**config.mk**
```make
export PLATFORM = sky130hd
export DESIGN_NAME = dm_arbiter
export DESIGN_NICKNAME = d
export VERILOG_FILES = /design/src/rtl/dm_arbiter.sv
export SDC_FILE = /design/constraint.sdc
export NUM_CORES = 1
export LEC_CHECK = 0
export CAP_MARGIN = 20
export CELL_PAD_IN_SITES_DETAIL_PLACEMENT = 0
export CELL_PAD_IN_SITES_GLOBAL_PLACEMENT = 2
export CORE_MARGIN = 2
export CORE_UTILIZATION = 18
export DETAILED_ROUTE_END_ITERATION = 8
export PLACE_DENSITY_LB_ADDON = 0.1
export SLEW_MARGIN = 20
export SYNTH_ARGS = -nofsm -noshare
export SYNTH_HDL_FRONTEND = slang
export SYNTH_SLANG_ARGS = --single-unit
```
**constraint.sdc**
```tcl
create_clock -name clk -period 4.1 [get_ports clk]
set_input_delay 0.82 -clock clk [delete_from_list [all_inputs] [get_ports clk]]
set_output_delay 0.82 -clock clk [all_outputs]
set_load 0.1 [all_outputs]
```
**src/rtl/dm_arbiter.sv**
```systemverilog
// Round-robin arbiter sharing the single-port data memory between m0 (CPU) and m1 (DMA/debug).
// Optional write/reject trace printing is enabled by defining DM_ARB_TRACE_EN.
`timescale 1ns/1ps
module dm_arbiter #(
    parameter int DEPTH = 3072
) (
    input  logic        clk,
    input  logic        reset,
    input  logic        m0_req,
    input  logic        m0_we,
    input  logic [31:0] m0_addr,
    input  logic [31:0] m0_wdata,
    input  logic [31:0] m0_pc,
    input  logic        m1_req,
    input  logic        m1_we,
    input  logic [31:0] m1_addr,
    input  logic [31:0] m1_wdata,
    input  logic [31:0] m1_pc,
    output logic        m0_ack,
    output logic        m0_err,
    output logic [31:0] m0_rdata,
    output logic        m1_ack,
    output logic        m1_err,
    output logic [31:0] m1_rdata,
    output logic        dm_we,
    output logic [31:0] dm_addr,
    output logic [31:0] dm_wdata,
    output logic [31:0] dm_pc,
    input  logic [31:0] dm_rdata
);
    localparam logic [29:0] DepthWords = 30'(DEPTH);

    typedef enum logic {IDLE, BUSY} state_e;

    state_e      state_q, state_d;
    logic        owner_q, owner_d;
    logic        rr_q, rr_d;
    logic        we_q, we_d;
    logic        bad_q, bad_d;
    logic [31:0] addr_q, addr_d;
    logic [31:0] wdata_q, wdata_d;
    logic [31:0] pc_q, pc_d;

    logic busy, ack0, ack1, cand0, cand1, winner;

    assign busy = (state_q == BUSY);
    assign ack0 = busy & ~owner_q;
    assign ack1 = busy & owner_q;
    // The master finishing this cycle still holds req; it must not be re-granted on the same edge.
    assign cand0 = m0_req & ~ack0;
    assign cand1 = m1_req & ~ack1;
    assign winner = (cand0 & cand1) ? rr_q : cand1;

    always_ff @(posedge clk or posedge reset) begin
        if (reset) begin
            state_q <= IDLE;
            owner_q <= 1'b0;
            rr_q    <= 1'b0;
            we_q    <= 1'b0;
            bad_q   <= 1'b0;
            addr_q  <= '0;
            wdata_q <= '0;
            pc_q    <= '0;
        end else begin
            state_q <= state_d;
            owner_q <= owner_d;
            rr_q    <= rr_d;
            we_q    <= we_d;
            bad_q   <= bad_d;
            addr_q  <= addr_d;
            wdata_q <= wdata_d;
            pc_q    <= pc_d;
        end
    end

    always_comb begin
        state_d = IDLE;
        owner_d = owner_q;
        rr_d    = rr_q;
        we_d    = we_q;
        bad_d   = bad_q;
        addr_d  = addr_q;
        wdata_d = wdata_q;
        pc_d    = pc_q;
        if (cand0 | cand1) begin
            state_d = BUSY;
            owner_d = winner;
            rr_d    = ~winner;
            we_d    = winner ? m1_we    : m0_we;
            addr_d  = winner ? m1_addr  : m0_addr;
            wdata_d = winner ? m1_wdata : m0_wdata;
            pc_d    = winner ? m1_pc    : m0_pc;
            bad_d   = (addr_d[1:0] != 2'b00) || (addr_d[31:2] >= DepthWords);
        end
    end

    // Rejected accesses are acknowledged with err but never drive the memory.
    assign dm_we    = busy & we_q & ~bad_q;
    assign dm_addr  = addr_q;
    assign dm_wdata = wdata_q;
    assign dm_pc    = pc_q;

    assign m0_ack   = ack0;
    assign m0_err   = ack0 & bad_q;
    assign m0_rdata = (ack0 & ~bad_q) ? dm_rdata : 32'h0;
    assign m1_ack   = ack1;
    assign m1_err   = ack1 & bad_q;
    assign m1_rdata = (ack1 & ~bad_q) ? dm_rdata : 32'h0;

`ifdef DM_ARB_TRACE_EN
    always @(posedge clk) begin
        if (dm_we)
            $display("%d@%h: *%h <= %h", $time, dm_pc, dm_addr, dm_wdata);
        else if (busy && bad_q)
            $display("%d@%h: DM reject %h", $time, dm_pc, dm_addr);
    end
`endif

endmodule

```
# Yosys cells after proc, flatten, opt, wreduce, memory -nomap -nowiden

Cells that the tools add are included.

Memories kept: 0
Bits in read-only memories: 0
Latch bits: 0
Bits in registers: 101
Logic and storage cells: 36
Bits in writable memories: 0
Input port bits: 230
Output and inout port bits: 165

Divide/modulo/power cells: 0
$mul: 0
Bitwise logic cells: 17
Multiplexer cells: 8
Shifts and indexed selects: 0
Reductions and logical operators: 2
$lt $le $gt $ge: 1
Add/subtract/negate cells: 0
Equal/unequal tests: 0

Operator list:

| kind                 | count |
|---|---|
| $mux 32              | 5 |
| $ge 30x12->1 const B | 1 |
| $and 1x1->1          | 11 |
| $not 1->1            | 5 |
| $mux 1               | 3 |
| $reduce_bool 2->1    | 1 |
| $logic_or 1x1->1     | 1 |
| $or 1x1->1           | 1 |

# Logic depth before layout (Yosys ltp)

Gate-level depths: netlist of run 1.

Depth after elaboration: 9
Gate-level depth with buffers: 7
Depth with buffers taken out: 5

# Worst setup path after synthesis of run 1

Ideal clock, no wire load.

Path kind: flip-flop to output port
Start: register state_q (netlist: busy)
End: output m0_rdata[10]
Data arrival time: 3.184 ns
Stages on the path, launching flop included: 5
Slack: 0.096 ns
Cells stage by stage: dfrtp_1 -> nor2b_1 -> nor2b_1 -> clkbuf_1 -> and2_1

Word-level cells in the longest chain between the ends: 3

RTL lines:

| element                | RTL line | RTL |
|---|---|---|
| from (decl)            | 35       | `state_e state_q, state_d;` |
| from (signal assigned) | 65       | `state_q <= state_d;` |
| $and 1x1->1            | 47       | `assign ack0 = busy & ~owner_q;` |
| net m0_ack             | 19       | `output logic m0_ack,` |
| $and 1x1->1            | 105      | `assign m0_rdata = (ack0 & ~bad_q) ? dm_rdata : 32'h0;` |
| $mux 32                | 105      |  |
| to (decl)              | 21       | `output logic [31:0] m0_rdata,` |

The timed path passes the listed nets, and every way through them passes these cells.

# Final worst setup path of run 1

Start: register state_q (netlist: busy)
End: output m1_ack

Word-level cells in the longest chain between the ends: 1

RTL lines:

| element     | RTL line | RTL |
|---|---|---|
| $and 1x1->1 | 48       | `assign ack1 = busy & owner_q;` |
| to (decl)   | 22       | `output logic m1_ack,` |

Every way passes these cells.

==> impl_metrics.json, run 1 <==
{
  "outcome": "completed",
  "yosysWarnings": 0,
  "synthMuxAreaShare_pct": 4.56,
  "fillers": 2820,
  "critPathMaxFanout": 7,
  "wl_per_cell_um": 18.7,
  "drt-initial-drc-count": 187,
  "final_area_mm2": 0.00943,
  "fin_util_pct": 34.0,
  "multi_input_comb_area_mm2": 0.00227,
  "grt_pass1_wl_um": 32800,
  "hold_ws_ns": 0.535,
  "min_period_ns": 3.02,
  "core_mm2": 0.0277,
  "cts_setup_buffers": 0,
  "final_antenna_net_count": 0,
  "clock-sinks": 101,
  "p_sw_share_pct": 56.9,
  "synth_xor_area_share_pct": 0,
  "root_buffer": "clkbuf_16",
  "p_total_mw": 6.71,
  "nets": 1062,
  "intPower_mw": 2.89,
  "cts_tree": "done",
  "power_density_mw_per_mm2": 712,
  "setup_tns_ns": 0,
  "wl_um": 22700,
  "end_kind": "output port",
  "drc": 0,
  "ctsHoldBuffers": 0,
  "hold_depth": 2,
  "synth_nets": 687,
  "grtUsageTotal_pct": 14.8,
  "drive_above_1_share_pct": 11.0,
  "viasPerCell": 4.23,
  "gp_congestion": 0.760,
  "hold_violations": 0,
  "syn_inst": 457,
  "start_util_pct": 18.2,
  "post-route-period-util_pct": 73.5,
  "grt_pass1_vias": 5338,
  "dieArea_mm2": 0.0294,
  "grt_max_degree": 76,
  "p_leak_nw": 3.84,
  "max_slew.worst_pin.slew_ns": 1.10,
  "power_switching_mw": 3.82,
  "grt_setup_unrepaired": "no",
  "num_vias": 5140,
  "io_pins": 395,
  "path_clk_slew_ns": 0.07,
  "synth.avg_cell_area_um2": 11.0,
  "grt_busiest_layer": "met2",
  "worst_skew_pair.late_latency_ns": 0.35,
  "synthAdderAreaFrac_pct": 0,
  "grtUsageMet3_pct": 5.13,
  "start_kind": "flip-flop",
  "ys_seq_area_share_pct": 50.1,
  "port-buffer-count": 394,
  "slew_headroom_pct": 26.1,
  "dpl.cell_count": 1199,
  "synth_top_family_by_area": "simple AND/OR/NAND/NOR gates",
  "p_comb_share_pct": 64.8,
  "antenna_found_initial": 3,
  "mappedNetlistArea_mm2": 0.00504,
  "min_path_type": "reg -> reg",
  "ys_ff_latch": 101,
  "path_class": "reg -> out",
  "p_seq_share_pct": 22.7,
  "dp_hpwl_um": 17000,
  "setup_violations": 0,
  "cts_max_level": 3,
  "stdcell_count": 1216,
  "clock_skew_ns": 0.0133,
  "ir_worst_vdd_mv": 0.326,
  "grt_util_met1_pct": 17.3,
  "synth_cell_types": 28,
  "firstDrtPassIters": 4,
  "cp.arrival_ns": 2.20,
  "die_x_um": 171,
  "r2r_cells": 5,
  "cap_violations": 0,
  "cts_made_buffers": 9,
  "num_rows": 61,
  "grt_use_met2_pct": 25.4,
  "dpl_worst_slack_ns": 0.831,
  "slew_viol_final": 0,
  "synth_compound_area_share_pct": 18.1,
  "clock_power_share_pct": 12.5,
  "place_area_mm2": 0.00915,
  "ctsResizeCount": 0,
  "grt_overflow": 0,
  "synthToLayoutAreaGrowth_pct": 86.8,
  "r2r_slack_ns": 1.66,
  "regArea_mm2": 0.00253,
  "clockBufferDepth": 2,
  "die_h_um": 171,
  "required_ns": 3.28,
  "setup_ws_ns": 1.08,
  "max_clock_freq_ghz": 0.332,
  "synthSimpleGateAreaFrac_pct": 21.9
}
[critical path, stage by stage, from the launching register on]
cell and delay, ns:
dfrtp_1 0.48, nand2_1 0.15, inv_1 0.07, clkdlybuf4s50_1 1.14
[placed cells by master, fill, tap and decap left out, types with 7 or more instances in the layout]
cell / netlist / layout
a221o_1: 75 / 75
mux2i_1: 23 / 23
nor2_1: 25 / 25
clkbuf_16: 0 / 9
a21oi_1: 23 / 23
clkdlybuf4s50_1: 0 / 328
dfrtp_1: 101 / 101
and2_1: 65 / 65
nor2b_1: 77 / 77
nor4_1: 7 / 7
buf_4: 3 / 72
[registers in the layout (all words and copies together) (netlist names)]
signal,flops
dm_wdata,32
busy,1
rr_q,1
dm_pc,32
bad_q,1
dm_addr,32
owner_q,1
we_q,1
[logic make-up (layout without fill, tap and decap cells)]
| kind of cell | after synthesis | in the layout |
|---|---|---|
| simple gates | 187 | 187 |
| mux | 23 | 23 |
| buf+inv | 42 | 421 |
| flops | 101 | 101 |
| other cells | 0 | 2 |
| compound gates | 104 | 104 |
[area by class of cell]
cell class                      count  area share [%]
Multi-Input combinational cell    314            24.1
Tap cell                          378            5.02
Clock buffer                       10            2.43
Sequential cell                   101            26.8
Antenna cell                        2          0.0531
Clock inverter                      5           0.438
Inverter                            4           0.186
Timing Repair Buffer              402            41.0
[synth_stat cells (all sizes together)]
cell type / instances / area share (%)
nand2b: 1 / 0.12
dfrtp: 101 / 50
or4: 2 / 0.30
nor2: 25 / 1.9
o21bai: 1 / 0.15
nand2: 2 / 0.15
nand4: 2 / 0.25
a21oi: 24 / 2.5
clkbuf: 10 / 0.74
nor4: 7 / 0.87
a221o: 75 / 15
inv: 4 / 0.30
mux2i: 23 / 4.6
nor2b: 77 / 9.5
and2b: 1 / 0.15
o311a: 1 / 0.20
a31oi: 1 / 0.12
and3b: 1 / 0.17
o22ai: 1 / 0.12
buf: 28 / 4.3
nor3: 1 / 0.099
o311ai: 1 / 0.17
nand3: 2 / 0.20
and3: 1 / 0.12
and2: 65 / 8.1
[per-layer routing]
metal | share of wire, % | up-vias
met4 | 2.1 | 2
met3 | 9.8 | 25
met1 | 40 | 2452
met2 | 48 | 245
met5 | 0.048 | -
li1 | - | 2416
[worst paths after layout]
path,start,endpoint
worst max-delay path,busy,m1_ack
worst min-delay path,dm_addr[23],dm_addr[23]
worst max register to register,busy,dm_wdata[20]
worst min register to register,dm_addr[23],dm_addr[23]
max in group asynchronous,reset,dm_addr[31]
min in group asynchronous,reset,dm_pc[6]
[power groups by stage]
stage,clock network (mW),logic (mW),registers [mW]
after floorplan,0,0.827,3.92
after global placement,0,4.36,1.54
after detailed placement,0,4.38,1.53
after CTS,0.879,4.39,1.53
after global routing,0.928,4.51,1.57
final,0.839,4.35,1.52
No activity file was read; power rests on OpenSTA's default activity.
==> run 2, diff against run 1 <==
- clock period: 4.1 -> 3.12 ns (I/O delays scaled with it)
==> run 2 against run 1 <==
Cell area increased by 6.8%. Via count increased by 0.89%. Largest cell class unchanged. Largest power group unchanged. Final cell count is 0.41% higher.
==> impl_metrics.json, run 2 (synthesis results as in run 1) <==
{
  "outcome": "completed",
  "die_x_um": 171,
  "nets": 1066,
  "max_slew.worst_pin.slew_ns": 0.729,
  "cp.arrival_ns": 1.94,
  "wl_um": 23400,
  "drt-initial-drc-count": 182,
  "grt_pass1_vias": 5266,
  "slew_headroom_pct": 51.3,
  "p_seq_share_pct": 23.0,
  "root_buffer": "clkbuf_16",
  "drc": 0,
  "dp_hpwl_um": 18000,
  "wl_per_cell_um": 19.2,
  "grt_pass1_wl_um": 33500,
  "ctsResizeCount": 0,
  "path_clk_slew_ns": 0.07,
  "port-buffer-count": 394,
  "grtUsageTotal_pct": 15.2,
  "p_leak_nw": 4.15,
  "num_vias": 5186,
  "critPathMaxFanout": 32,
  "hold_violations": 0,
  "num_rows": 61,
  "end_kind": "output port",
  "clock_power_share_pct": 13.2,
  "clockBufferDepth": 2,
  "viasPerCell": 4.25,
  "power_density_mw_per_mm2": 869,
  "multi_input_comb_area_mm2": 0.00228,
  "grt_max_degree": 64,
  "clock_skew_ns": 0.0122,
  "gp_congestion": 0.772,
  "drive_above_1_share_pct": 23.5,
  "cts_max_level": 3,
  "hold_ws_ns": 0.539,
  "final_common_cell": "clkdlybuf4s50_1",
  "start_util_pct": 18.2,
  "path_class": "reg -> out",
  "final_antenna_net_count": 0,
  "intPower_mw": 3.71,
  "grt_setup_unrepaired": "no",
  "grt_overflow": 0,
  "cts_setup_buffers": 0,
  "clock-sinks": 101,
  "required_ns": 2.50,
  "ir_worst_vdd_mv": 0.403,
  "p_total_mw": 8.75,
  "antenna_found_initial": 6,
  "start_kind": "flip-flop",
  "post-route-period-util_pct": 82.2,
  "p_sw_share_pct": 57.6,
  "dpl.cell_count": 1203,
  "power_switching_mw": 5.04,
  "ctsHoldBuffers": 0,
  "firstDrtPassIters": 4,
  "die_h_um": 171,
  "max_clock_freq_ghz": 0.390,
  "setup_tns_ns": 0,
  "io_pins": 395,
  "dieArea_mm2": 0.0294,
  "worst_skew_pair.late_latency_ns": 0.36,
  "cts_made_buffers": 9,
  "p_comb_share_pct": 63.8,
  "min_period_ns": 2.56,
  "fillers": 2773,
  "core_mm2": 0.0277,
  "layout_common_cells": "clkdlybuf4s50_1 (229), buf_4 (109), dfrtp_1 (101)",
  "stdcell_count": 1221,
  "regArea_mm2": 0.00253,
  "min_path_type": "reg -> reg",
  "cts_tree": "done",
  "setup_violations": 0,
  "synthToLayoutAreaGrowth_pct": 99.6,
  "slew_viol_final": 0,
  "cap_violations": 0
}
==> run 2: changes by cell type in the layout (fill, tap and decap cells not counted), moves of 2 or more <==
cell / delta
buf_12: +66
buf_4: +37
clkbuf_8: +2
clkdlybuf4s50_1: -99
clkinv_4: +2
clkinvlp_4: +2
inv_6: -2
==> run 2: worst paths after layout <==
| path | start | slack (ns) | depth (start not counted) | end |
|---|---|---|---|---|
| max in group asynchronous | reset | 1.71 | 3 | dm_addr[14] |
| hold / removal | dm_addr[14] | 0.54 | 2 | dm_addr[14] |
| hold reg to reg | dm_addr[14] | 0.54 | 2 | dm_addr[14] |
| setup reg to reg | owner_q | 1.05 | 5 | dm_pc[20] |
| setup / recovery | busy | 0.56 | 5 | m0_rdata[14] |
| min in group asynchronous | reset | 0.75 | 2 | busy |
==> run 2: final cells by class <==
type | count | area share (%)
timing repair buffer | 406 | 44.4
clock inverter | 5 | 0.435
tap | 378 | 4.70
sequential | 101 | 25.1
inverter | 4 | 0.186
clock buffer | 11 | 2.51
antenna | 2 | 0.0497
multi-input combinational | 314 | 22.6
==> run 2: critical path: stages (launching register included) <==
cell and delay, ns:
dfrtp_1 0.50, nor2b_4 0.24, nor2b_1 0.14, buf_4 0.28
and2_1 0.23, buf_12 0.19
==> run 2: power groups by stage <==
stage	clock (mW)	combinational, mW	sequential (mW)
floorplan	0	1.09	5.15
global placement	0	5.60	2.03
detailed placement	0	5.63	2.03
CTS	1.22	5.64	2.02
global route	1.25	5.78	2.08
finish	1.15	5.58	2.02
==> run 2: metal layers <==
metal  vias to the layer above  share of wire (%)  GRT usage (%)
met2                       248                 50           26.6
met1                      2482                 38           17.2
li1                       2428                  -              -
met3                        22                 11           6.33
met5                         -               0.19              0
met4                         6                1.3           3.54
==> run 2: through the flow <==
stage / area [µm²] / util (%) / worst slack [ns]
finish: 10100 / 36.3 / 0.557
global route: 10100 / 36.3 / 0.421
CTS: 10100 / 36.3 / 0.518
detailed placement: 9770 / 35.3 / 0.383
global placement: 9770 / 35.3 / 0.434
floorplan: 5060 / - / 0.215
